$ cat src/rtl/dna_code_pkg.sv
// Shared types and constants for the quaternary VT-style code: word length,
// residue, modulus and the differential-symbol helper.
package dna_code_pkg;

  localparam int N     = 98;
  localparam int A     = 24;
  localparam int MOD   = 4 * N;
  localparam int SYN_W = 14;
  localparam int SUM_W = 9;
  localparam int IDX_W = 7;

  typedef logic [1:0] sym_t;

  typedef enum logic [1:0] {
    IDLE  = 2'd0,
    ACCUM = 2'd1,
    DONE  = 2'd2
  } vtgen_state_t;

  // Differential symbol (cur - prev) mod 4; the 2-bit wrap is the modulo.
  function automatic sym_t diff4(sym_t cur, sym_t prev);
    sym_t d;
    d = cur - prev;
    return d;
  endfunction

endpackage

$ cat src/rtl/vt4_syndrome_gen_mod_acc.sv
// Bounded modular accumulator: acc stays in [0, MOD) given term < MOD, so one
// conditional subtract per update is enough.
module vt4_mod_acc
  import dna_code_pkg::*;
(
  input  logic             clk,
  input  logic             rst,
  input  logic             clear,
  input  logic             en,
  input  logic [SYN_W-1:0] term,
  output logic [SYN_W-1:0] acc
);

  localparam logic [SYN_W:0] MOD_W = (SYN_W+1)'(MOD);

  logic [SYN_W-1:0] acc_q;
  logic [SYN_W-1:0] acc_d;
  logic [SYN_W:0]   sum_w;
  logic [SYN_W:0]   red_w;

  always_comb begin
    sum_w = {1'b0, acc_q} + {1'b0, term};
    red_w = sum_w - MOD_W;
    acc_d = acc_q;
    if (clear) begin
      acc_d = '0;
    end else if (en) begin
      acc_d = (sum_w >= MOD_W) ? red_w[SYN_W-1:0] : sum_w[SYN_W-1:0];
    end
  end

  always_ff @(posedge clk or posedge rst) begin
    if (rst) acc_q <= '0;
    else     acc_q <= acc_d;
  end

  assign acc = acc_q;

endmodule

$ cat src/rtl/vt4_syndrome_gen.sv
// Encoder-side syndrome generator: consumes one quaternary symbol per beat and
// reports differential weight, weighted syndrome mod 4N and the check value.
module vt4_syndrome_gen
  import dna_code_pkg::*;
(
  input  logic             clk,
  input  logic             rst,
  input  logic             in_valid,
  output logic             in_ready,
  input  logic [1:0]       in_sym,
  input  logic             in_last,
  output logic             out_valid,
  input  logic             out_ready,
  output logic [SUM_W-1:0] out_word_sum,
  output logic [SYN_W-1:0] out_syn,
  output logic [SYN_W-1:0] out_check,
  output logic             out_err
);

  // Handshake: a beat moves when in_valid & in_ready on a rising edge; the
  // result moves when out_valid & out_ready; valid never depends on ready.

  localparam logic [IDX_W-1:0] N_IDX = IDX_W'(N);
  localparam logic [SYN_W-1:0] MOD_S = SYN_W'(MOD);
  localparam logic [SYN_W-1:0] A_MOD = SYN_W'(A % MOD);

  vtgen_state_t     state_q, state_d;
  logic [IDX_W-1:0] idx_q, idx_d;
  sym_t             prev_q, prev_d;
  logic [SUM_W-1:0] sum_q, sum_d;
  logic             err_q, err_d;

  logic             accept;
  sym_t             d_sym;
  logic [SYN_W-1:0] term;
  logic [SYN_W-1:0] acc;
  logic             acc_clear;
  logic             word_end;

  assign accept = in_valid && (state_q == ACCUM);
  assign d_sym  = diff4(in_sym, prev_q);
  assign term   = {{(SYN_W-IDX_W){1'b0}}, idx_q} * {{(SYN_W-2){1'b0}}, d_sym};
  assign acc_clear = (state_q == IDLE);
  assign word_end  = accept && (in_last || (idx_q == N_IDX));

  vt4_mod_acc u_mod_acc (
    .clk   (clk),
    .rst   (rst),
    .clear (acc_clear),
    .en    (accept),
    .term  (term),
    .acc   (acc)
  );

  always_ff @(posedge clk or posedge rst) begin
    if (rst) begin
      state_q <= IDLE;
      idx_q   <= '0;
      prev_q  <= '0;
      sum_q   <= '0;
      err_q   <= 1'b0;
    end else begin
      state_q <= state_d;
      idx_q   <= idx_d;
      prev_q  <= prev_d;
      sum_q   <= sum_d;
      err_q   <= err_d;
    end
  end

  always_comb begin
    state_d = state_q;
    idx_d   = idx_q;
    prev_d  = prev_q;
    sum_d   = sum_q;
    err_d   = err_q;
    case (state_q)
      IDLE: begin
        state_d = ACCUM;
        idx_d   = IDX_W'(1);
        prev_d  = '0;
        sum_d   = '0;
        err_d   = 1'b0;
      end
      ACCUM: begin
        if (accept) begin
          prev_d = in_sym;
          sum_d  = sum_q + {{(SUM_W-2){1'b0}}, d_sym};
          idx_d  = idx_q + IDX_W'(1);
        end
        if (word_end) begin
          state_d = DONE;
          // Early last and a full word without last are both length errors.
          err_d   = in_last ? (idx_q != N_IDX) : 1'b1;
        end
      end
      DONE: begin
        if (out_ready) state_d = IDLE;
      end
      default: state_d = IDLE;
    endcase
  end

  always_comb begin
    in_ready     = (state_q == ACCUM);
    out_valid    = (state_q == DONE);
    out_word_sum = '0;
    out_syn      = '0;
    out_check    = '0;
    out_err      = 1'b0;
    if (state_q == DONE) begin
      out_word_sum = sum_q;
      out_syn      = acc;
      out_check    = (acc > A_MOD) ? (A_MOD + MOD_S - acc) : (A_MOD - acc);
      out_err      = err_q;
    end
  end

endmodule

$ cat config.mk
export PLATFORM = sky130hd
export DESIGN_NAME = vt4_syndrome_gen
export DESIGN_NICKNAME = d
export VERILOG_FILES = /design/src/rtl/dna_code_pkg.sv /design/src/rtl/vt4_syndrome_gen_mod_acc.sv /design/src/rtl/vt4_syndrome_gen.sv
export SDC_FILE = /design/constraint.sdc
export NUM_CORES = 1
export LEC_CHECK = 0
export ABC_CLOCK_PERIOD_IN_PS = 4500
export BUFFER_PORTS_ARGS = -buffer_cell sky130_fd_sc_hd__buf_2
export CORE_ASPECT_RATIO = 0.7
export CORE_MARGIN = 10
export CORE_UTILIZATION = 40
export CTS_BUF_LIST = sky130_fd_sc_hd__clkbuf_4 sky130_fd_sc_hd__clkbuf_8
export DETAILED_ROUTE_END_ITERATION = 6
export PLACE_DENSITY = 0.67
export SYNTH_ARGS = -nofsm -noshare
export SYNTH_HDL_FRONTEND = slang
export SYNTH_SLANG_ARGS = --single-unit
$ cat constraint.sdc
create_clock -name clk -period 4.5 [get_ports clk]
set_input_delay 0.9 -clock clk [delete_from_list [all_inputs] [get_ports clk]]
set_output_delay 0.9 -clock clk [all_outputs]
set_load 0.02 [all_outputs]
# == Word-level counts from Yosys, hierarchy flattened ==
# Cells that the tools add are included.
# classes
addsub,7
mul,1
magnitude_cmp,2
eq_ne,7
muxes,20
reduce_logical,9
# op_table
cell,count
2-to-1 mux 14 bit,6
2-to-1 mux 9 bit,2
case mux 9 bit (2 select lines),1
adder 14 x 9 -> 15 bit,1
">= comparator 15 x 9 -> 1 bit, second input constant",1
"greater-than comparator 14 x 5 -> 1 bit, second input constant",1
case mux 7 bit (2 select lines),1
"subtractor 14 x 9 -> 14 bit, second input constant",1
"subtractor 5 x 14 -> 14 bit, first input constant",1
"subtractor 9 x 14 -> 14 bit, first input constant",1
adder 9 x 2 -> 9 bit,1
multiplier 7 x 2 -> 9 bit,1
"adder 7 x 1 -> 7 bit, second input constant",1
"== test 7 bit, second input constant",1
2-to-1 mux 7 bit,1
"inequality test 7 bit, second input constant",1
2-to-1 mux 2 bit,3
"inequality test 2 x 1 -> 1 bit, second input constant",3
case mux 2 bit (3 select lines),1
AND reduction 2 bit,3
case mux 2 bit (2 select lines),1
nonzero test 2 bit,2
2-to-1 mux 1 bit,3
"== test 2 x 1 -> 1 bit, second input constant",1
6 further kinds,7
# totals
regBits,35
in_bits,7

# == Longest topological paths before layout ==
# Gate-level depths: netlist of run 1.
# depth
depth_word,7
depth_mapped,20
depth_no_buf,19

# == Modules after synthesis ==
# From an unflattened synthesis of run 1, not the netlist that was laid out.
# hier_totals
cells_unflattened,453
area_unflattened_um2,3662.3
# by_module_without_submodules
mod,instances,cells_per_inst,area_per_inst_um2,seq_area_each_um2
vt4_syndrome_gen,1,249,1966.9,525.5
vt4_mod_acc,1,204,1695.4,350.3

# == Least setup slack after synthesis of run 1 ==
# No wires, ideal clock.
# synth_timing
kind,input port to flip-flop
startpoint,input port in_sym[0]
endpoint,"register u_mod_acc.acc_q[12], in the netlist u_mod_acc.acc[12]"
setup_time_ps,76
t_arrival_ps,4956
required_ps,4424
setup_slack_ps,-533
cell_stages,20
cell_sequence,inv_1 > ha_1 > xnor2_1 > xnor2_1 > nand2_1 > fa_1 > inv_1 > ha_1 > inv_1 > fa_1 > nand2b_1 > a211oi_2 > or2b_4 > a211o_1 > nor4_2 > and2_1 > buf_6 > or4_4 > a211o_1 > o21ai_1
# synth_via
elab_chain_cells,7
elab_cells_between_ends,8
classes_between,3 x add/sub; 1 x mul; 1 x order compare; 3 x mux
# synth_rtl
item,line,text
"start, declared",vt4_syndrome_gen.sv:10,"input logic [1:0] in_sym,"
subtractor 2 bit *,dna_code_pkg.sv:23,d = cur - prev;
multiplier 7 x 2 -> 9 bit *,vt4_syndrome_gen.sv:42,"assign term = {{(SYN_W-IDX_W){1'b0}}, idx_q} * {{(SYN_W-2){1'b0}}, d_sym};"
adder 14 x 9 -> 15 bit *,vt4_syndrome_gen_mod_acc.sv:22,"sum_w = {1'b0, acc_q} + {1'b0, term};"
subtractor 14 x 9 -> 14 bit / >= comparator 15 x 9 -> 1 bit (equally long branches),"vt4_syndrome_gen_mod_acc.sv:23, vt4_syndrome_gen_mod_acc.sv:28",
2-to-1 mux 14 bit *,vt4_syndrome_gen_mod_acc.sv:28,acc_d = (sum_w >= MOD_W) ? red_w[SYN_W-1:0] : sum_w[SYN_W-1:0];
2-to-1 mux 14 bit *,vt4_syndrome_gen_mod_acc.sv:27,end else if (en) begin
2-to-1 mux 14 bit *,vt4_syndrome_gen_mod_acc.sv:25,if (clear) begin
"end signal, assigned",vt4_syndrome_gen_mod_acc.sv:33,if (rst) acc_q <= '0;
"end signal, assigned",vt4_syndrome_gen_mod_acc.sv:34,else acc_q <= acc_d;
"end, declared",vt4_syndrome_gen_mod_acc.sv:16,logic [SYN_W-1:0] acc_q;
# Every way passes the cells marked *; elsewhere a longest branch is shown, timed or not. The select of a mux whose other input is x is not followed.
# A chain may end at the register's enable or synchronous reset.

# == Final worst setup path of run 1 ==
# Ends and elaborated chain as after synthesis.

==> results.md, run 1 <==
* Worst Hold Class: reg2reg
* Die Height at approximately 94 um
* Hold Crit Endpoint: sum_q[8]$_DFFE_PP0P_
* Synth area leader: dfrtp_1
* Core ar. at between 7000 and 8000 um^2
* Num CTS Buffers at 5
* Residual overflow from global routing at 0
* NumNets Final at slightly above 500
* Vias per cell at 5.192
* Die Width at around 130 um
* Final setup viols at 1
* Unrepaired setup endpoints after global routing: true
* Drc violations at 0
* GPL Wtd Cong at between 0.9 and 1
* Reg clk slew, reported paths at roughly 0.10 ns
* Hold Vio Cnt, Final at 0
* Power, Total at about 2.5 mW
* Maximum operating frequency at roughly 220 MHz
* Mapped Cells at roughly 390
* Top FF cell, synth: dfrtp_1
* Avg Cell Area, Syn at 8.079 um^2
* Antenna violations before repair at 0
* Filler cells at approximately 670
* Top-area cell type share of the netlist area at 0.2801
* Critical path arrival at approximately 4.8 ns
* CTS Hold Bufs at 0
* R2R depth at 19
* Outcome: finished with violations
* Antenna diodes at 0
* Total wire length at a little under 9000 um
* CP Max Fanout at 5
* Layout area overhead at 31.49%
* Maxcap violations at 0
* DR vias at 2996
* Syn Std Cell Area at 3127 um^2
* Ports at 47
* First-pass GRT wire length at about 14000 um
* Clock Skew at approximately 0.023 ns
* Site Rows at 26
* Highest-count cells in the layout ignoring fill and taps: buf_4 (54), nor2_1 (47), buf_2 (45), nand2_1 (35), dfrtp_1 (35)
* Warnings, synthesis at 0
* First-iteration detailed-routing DRC count at 207
* Initial Utilization at 0.4197
* Netlist cell types at 58
* DP Wirelength at 6470 um
* RR Startpoint: prev_q[0]$_DFFE_PP0P_
* R2R Setup Slk at about 0.18 ns
* Most common cell after layout, fill and taps aside: buf_4
* Leak Pwr at between 1.5 and 2 nW
* Final Critical Period at between 4 and 5 ns
* Hold Startpoint: sum_q[8]$_DFFE_PP0P_
* Failing checks: setup timing
* Worst setup path class: in2reg
* H-tree levels at 2
* TritonCTS clock tree: done
* Clock sinks at 35
* Largest net degree at the start of global routing at 36
* CTS Buffer Depth at 2
* Global router's overall resource usage at 0.1388
* Critical path startpoint category: primary input
* Sequential area share after synthesis at 0.2801
* VDD IR max at ~290 uV
* ANT nets after route at 0
* Number of global-route vias before repair at 2791
* Worst path required time at 4.74 ns
* FF+latch count, synth at 35
* CP Capture Type: register
* Final worst slack at -0.07517 ns
* Drt first pass iters at 4
* EDFF count, synth at 0
* Final period util at 1.017
* Final count of pins violating max slew at 0
* I/O Buffers at 46
* Mapped Nets at approximately 420
* Clk Tree Root Cell: clkbuf_8
* Pwr per Cell Area at 613.8 nW/um^2
* Die area at around 12000 um^2
* WHS Path Cells at 1
* Worst skew pair latency at ~0.31 ns
* Fraction of final layout cells sized beyond drive strength 1 at 0.3215
* Synth area leaders: dfrtp_1 (28%), ha_1 (6.8%), nor2_1 (6.0%), xnor2_1 (5.9%), fa_1 (5.1%)
* Actual slew at the worst max-slew pin at slightly below 0.8 ns
* WL/cell at 15.23 um
* Reg2reg end: u_mod_acc.acc[12]$_DFFE_PP0P_
* Ys async rst share at 1.000
* Max transition margin at 0.4829
* Final Util at 0.5519
-- per-layer routing --
layer | GRT usage | routed length [um] | part of all wire | vias up
met5 | 0 | 0 | 0 | -
met4 | 0.03346 | 155 | 0.018 | 0
met3 | 0.03610 | 721 | 0.082 | 17
met2 | 0.1976 | 3527 | 0.40 | 93
met1 | 0.2017 | 4383 | 0.50 | 1399
li1 | - | - | - | 1487
-- kinds of logic (layout without fill, tap and decap cells) --
kind of cell,Yosys count,in the layout,synth area share
AO/OA/AOI/OAI,68,68,0.1389
AND/OR/NAND/NOR,171,172,0.2757
flip-flops,35,35,0.2801
multiplexers,2,2,0.006803
adder cells (fa/ha/maj),25,25,0.1192
XOR/XNOR,36,36,0.1153
buffers and inverters,50,141,0.06402
-- cell usage after synthesis (4+ instances only) --
cell,instances
a21oi_1,9
nand2_1,37
and2_1,18
dfrtp_1,35
fa_1,8
xnor2_1,21
inv_1,33
o21ai_0,20
o31ai_1,5
a31oi_1,4
nand3_1,25
and3_1,4
nor3_1,6
o21ai_1,7
clkbuf_1,13
xor2_1,12
ha_1,17
nand4_1,4
nor2_1,50
-- critical path: stages --
cell      delay, ns
buf_8          0.09
inv_12         0.03
ha_4           0.16
xnor2_4        0.14
xnor2_2        0.13
buf_4          0.16
nand2_2        0.05
fa_1           0.47
inv_1          0.04
ha_2           0.17
buf_4          0.12
buf_4          0.13
a211oi_4       0.30
o21ai_2        0.11
and4_1         0.22
o21a_2         0.21
xnor2_1        0.15
or3b_4         0.40
or4_4          0.49
a211o_1        0.27
o21ai_1        0.07
-- flip-flops by register name (all words and copies together) (netlist names) --
name	flops
err_q	1
prev_q	2
u_mod_acc.acc	14
state_q	2
sum_q	9
idx_q	7
-- repair_timing --
item,in CTS,in global routing
setup endpoints to repair,11,11
buffers inserted,6,5
pin swaps,11,15
cloned,0,1
resized for setup,14,18
-- final cells by class --
class	count	area, um^2	share of cell area
clock inverter	3	23.77	0.005782
tap	98	122.6	0.02982
sequential	35	875.8	0.2130
timing repair buffer	100	645.6	0.1570
clock buffer	5	68.82	0.01674
multi-input combinational	303	2238	0.5444
inverter	33	136.4	0.03317
-- worst max path at each step --
stage	end	depth (start not counted)	slack, ns	startpoint
floorplan	u_mod_acc.acc[12]$_DFFE_PP0P_	18	-0.24	in_sym[0]
global placement	u_mod_acc.acc[12]$_DFFE_PP0P_	17	-0.48	in_sym[0]
detailed placement	u_mod_acc.acc[12]$_DFFE_PP0P_	19	-0.57	in_sym[0]
CTS	u_mod_acc.acc[12]$_DFFE_PP0P_	20	-0.05	in_sym[0]
global route	u_mod_acc.acc[12]$_DFFE_PP0P_	21	-0.21	in_sym[0]
finish	u_mod_acc.acc[12]$_DFFE_PP0P_	21	-0.08	in_sym[0]
-- through the flow --
step           hold WS (ns)  TNS (ns)  worst slack, ns  std cells  cell area (um^2)
6_report             0.4859  -0.07517         -0.07517        577              4111
5_1_grt              0.5239   -0.6911          -0.2064        577              4111
4_1_cts              0.4920  -0.05335         -0.05335        571              3985
3_5_place_dp         0.4778    -4.773          -0.5679        557              3782
3_3_place_gp         0.4744    -3.933          -0.4769        557              3782
2_1_floorplan        0.4489   -0.2748          -0.2367        387              3183
-- power by group --
| group | internal [mW] | switching (mW) | total (mW) |
|---|---|---|---|
| logic | 0.871 | 0.857 | 1.73 |
| clock network | 0.111 | 0.144 | 0.255 |
| registers | 0.400 | 0.141 | 0.541 |
Note: power is estimated with default switching activity, not from simulation.
==> run 2: changes to the inputs <==
Settings changed: CORE_MARGIN 10 to 2.
==> run 2 against run 1 <==
The run still ends with setup timing left. Worst setup slack better by 0.0081 ns. First-iteration DRC count is 16% lower. Routed wire length down 7.1%. Utilization shrank 1.0 points. Sequential share of layout area up 0.40 points. Cell count decreased by 0.87%. Critical path depth decreased by 2. Die area down 28%. Clock power up 17%. Sequential power is 0.9% higher. Count of clock-buffer cells in the layout stayed put. Largest power group unchanged. Highest routed layer unchanged.
==> results.md, run 2 (synthesis gave the netlist of run 1 again) <==
* Worst setup path class: in2reg
* Failing checks: setup timing
* Final Util at 0.5417
* Met1 Routed Length at 4292 um
* Maxcap violations at 0
* Hold Vio Cnt, Final at 0
* Core ar. at between 7000 and 8000 um^2
* VDD IR max at between 200 and 250 uV
* Clock Skew at around 0.011 ns
* DR vias at ~3000
* Largest net degree at the start of global routing at 37
* Die area at 8551 um^2
* Top layer in use: met4
* Final count of pins violating max slew at 0
* Area after DPL at ~3800 um^2
* Met3 routed WL at about 580 um
* CP Max Fanout at 7
* Pwr per Cell Area at between 600 and 700 nW/um^2
* GPL Wtd Cong at ~0.94
* First-pass GRT wire length at about 13000 um
* CTS Hold Bufs at 0
* Maximum operating frequency at roughly 220 MHz
* Global router's overall resource usage at 0.2029
* Reg clk slew, reported paths at approximately 0.080 ns
* Layout area overhead at 29.05%
* Unrepaired setup endpoints after global routing: true
* NumNets Final at around 510
* Max transition margin at 0.4734
* Vias per cell at roughly 5.1
* Final Instance Area at between 4000 and 5000 um^2
* Outcome: finished with violations
* CTS Buffer Depth at 2
* TritonCTS clock tree: done
* Final period util at 1.015
* CP Capture Type: register
* P_sw at between 1 and 1.5 mW
* R2R depth at 17
* WHS Path Cells at 1
* Worst path required time at 4.73 ns
* Ports at 47
* Final setup viols at 1
* Die Width at roughly 110 um
* Residual overflow from global routing at 0
* R2R Setup Slk at roughly 0.21 ns
* Number of global-route vias before repair at about 2700
* WL/cell at roughly 14 um
* H-tree levels at 2
* Power share of the combinational group at 0.654
* Actual slew at the worst max-slew pin at around 0.8 ns
* Highest-count cells in the layout ignoring fill and taps: nor2_1 (49), buf_4 (49), buf_2 (45), nand2_1 (35), dfrtp_1 (35)
* Met2 WL at roughly 3200 um
* Clk pwr share at 0.122
* DP Wirelength at between 6000 and 7000 um
* Worst skew pair latency at 0.30 ns
* Drt first pass iters at 4
* Hold_ws at approximately 0.50 ns
* Drc violations at 0
* DP Worst Slack at -0.5694 ns
* RR Startpoint: prev_q[0]$_DFFE_PP0P_
* Max FFs per register at 14
* Antenna diodes at 0
* Leak Pwr at 1.969 nW
* Site Rows at 26
* Num CTS Buffers at 5
* Initial Utilization at 0.4197
* Clock sinks at 35
* Hold Crit Endpoint: sum_q[8]$_DFFE_PP0P_
* Clk Tree Root Cell: clkbuf_8
* Critical path arrival at between 4 and 5 ns
* ANT nets after route at 0
* Final Critical Period at about 4.6 ns
* Hold Startpoint: sum_q[8]$_DFFE_PP0P_
* Antenna violations before repair at 0
* First-iteration detailed-routing DRC count at about 170
* Cell-internal power at about 1.4 mW
* Worst Hold Class: reg2reg
* I/O Buffers at 46
* Reg2reg end: u_mod_acc.acc[12]$_DFFE_PP0P_
* Fraction of final layout cells sized beyond drive strength 1 at 0.2996
* Sw frac at 0.4395
* Seq pwr share at 0.224
* Power, Total at between 2 and 2.5 mW
* Total wire length at ~8200 um
* Final worst slack at -0.06704 ns
* Die Height at 77.97 um
* Critical path startpoint category: primary input
[run 2: cell types whose count changed in the layout (fill, tap and decap cells not counted), moves of 2 or more]
cell	delta
buf_4	-5
clkinvlp_4	-2
ha_1	+2
ha_4	-2
nor2_1	+2
o21ai_0	+3
o21ai_1	-3
[run 2: routing by layer]
layer / global-route usage / vias up
li1: - / 1478
met3: 0.04118 / 7
met2: 0.2833 / 105
met4: 0.05063 / 0
met1: 0.3144 / 1354
met5: 0 / -
[run 2: worst max-delay path, stage by stage]
cell      delay [ns]
buf_8           0.09
inv_12          0.03
ha_4            0.16
xnor2_4         0.13
xnor2_2         0.16
buf_6           0.15
nand2_1         0.08
fa_1            0.51
inv_1           0.04
ha_1            0.30
o211ai_1        0.28
o21ai_2         0.12
and4_1          0.22
o21a_2          0.21
xnor2_1         0.15
or3b_4          0.41
or4_4           0.49
a211o_1         0.27
o21ai_1         0.08
[run 2: worst max-delay path by stage]
| stage | startpoint | endpoint | slack, ns | cells past startpoint |
|---|---|---|---|---|
| finish | in_sym[0] | u_mod_acc.acc[12]$_DFFE_PP0P_ | -0.07 | 19 |
| global route | in_sym[0] | u_mod_acc.acc[12]$_DFFE_PP0P_ | -0.21 | 19 |
| CTS | in_sym[0] | u_mod_acc.acc[12]$_DFFE_PP0P_ | -0.06 | 20 |
| detailed placement | in_sym[0] | u_mod_acc.acc[12]$_DFFE_PP0P_ | -0.57 | 19 |
| global placement | in_sym[0] | u_mod_acc.acc[12]$_DFFE_PP0P_ | -0.49 | 19 |
| floorplan | in_sym[0] | u_mod_acc.acc[12]$_DFFE_PP0P_ | -0.24 | 18 |
[run 2: layout make-up]
| class | instances | area (um^2) |
|---|---|---|
| Fill cell | 709 | 3415 |
| Multi-Input combinational cell | 302 | 2168 |
| Tap cell | 98 | 122.6 |
| Clock buffer | 5 | 68.82 |
| Sequential cell | 35 | 875.8 |
| Clock inverter | 3 | 43.79 |
| Timing Repair Buffer | 96 | 619.3 |
| Inverter | 33 | 136.4 |
[run 2: power groups by stage]
stage | clock network [mW] | registers, mW | logic [mW]
4_1_cts | 0.303 | 0.541 | 1.55
3_3_place_gp | 0 | 0.539 | 1.48
5_1_grt | 0.316 | 0.562 | 1.78
6_report | 0.298 | 0.546 | 1.60
2_1_floorplan | 0 | 0.470 | 1.09
3_5_place_dp | 0 | 0.546 | 1.51
[run 2: repair_timing]
item | in CTS | in global routing
endpoints found under the hold margin | 0 | 0
endpoints found under the setup margin | 11 | 11
pin swaps | 11 | 10
buffers inserted | 3 | 2
resized for setup | 10 | 10
[run 2: per-stage QoR]
stage | instances | TNS (ns)
global placement | 559 | -4.078
floorplan | 387 | -0.2748
finish | 572 | -0.06704
detailed placement | 559 | -4.725
CTS | 570 | -0.05559
global route | 572 | -0.2142
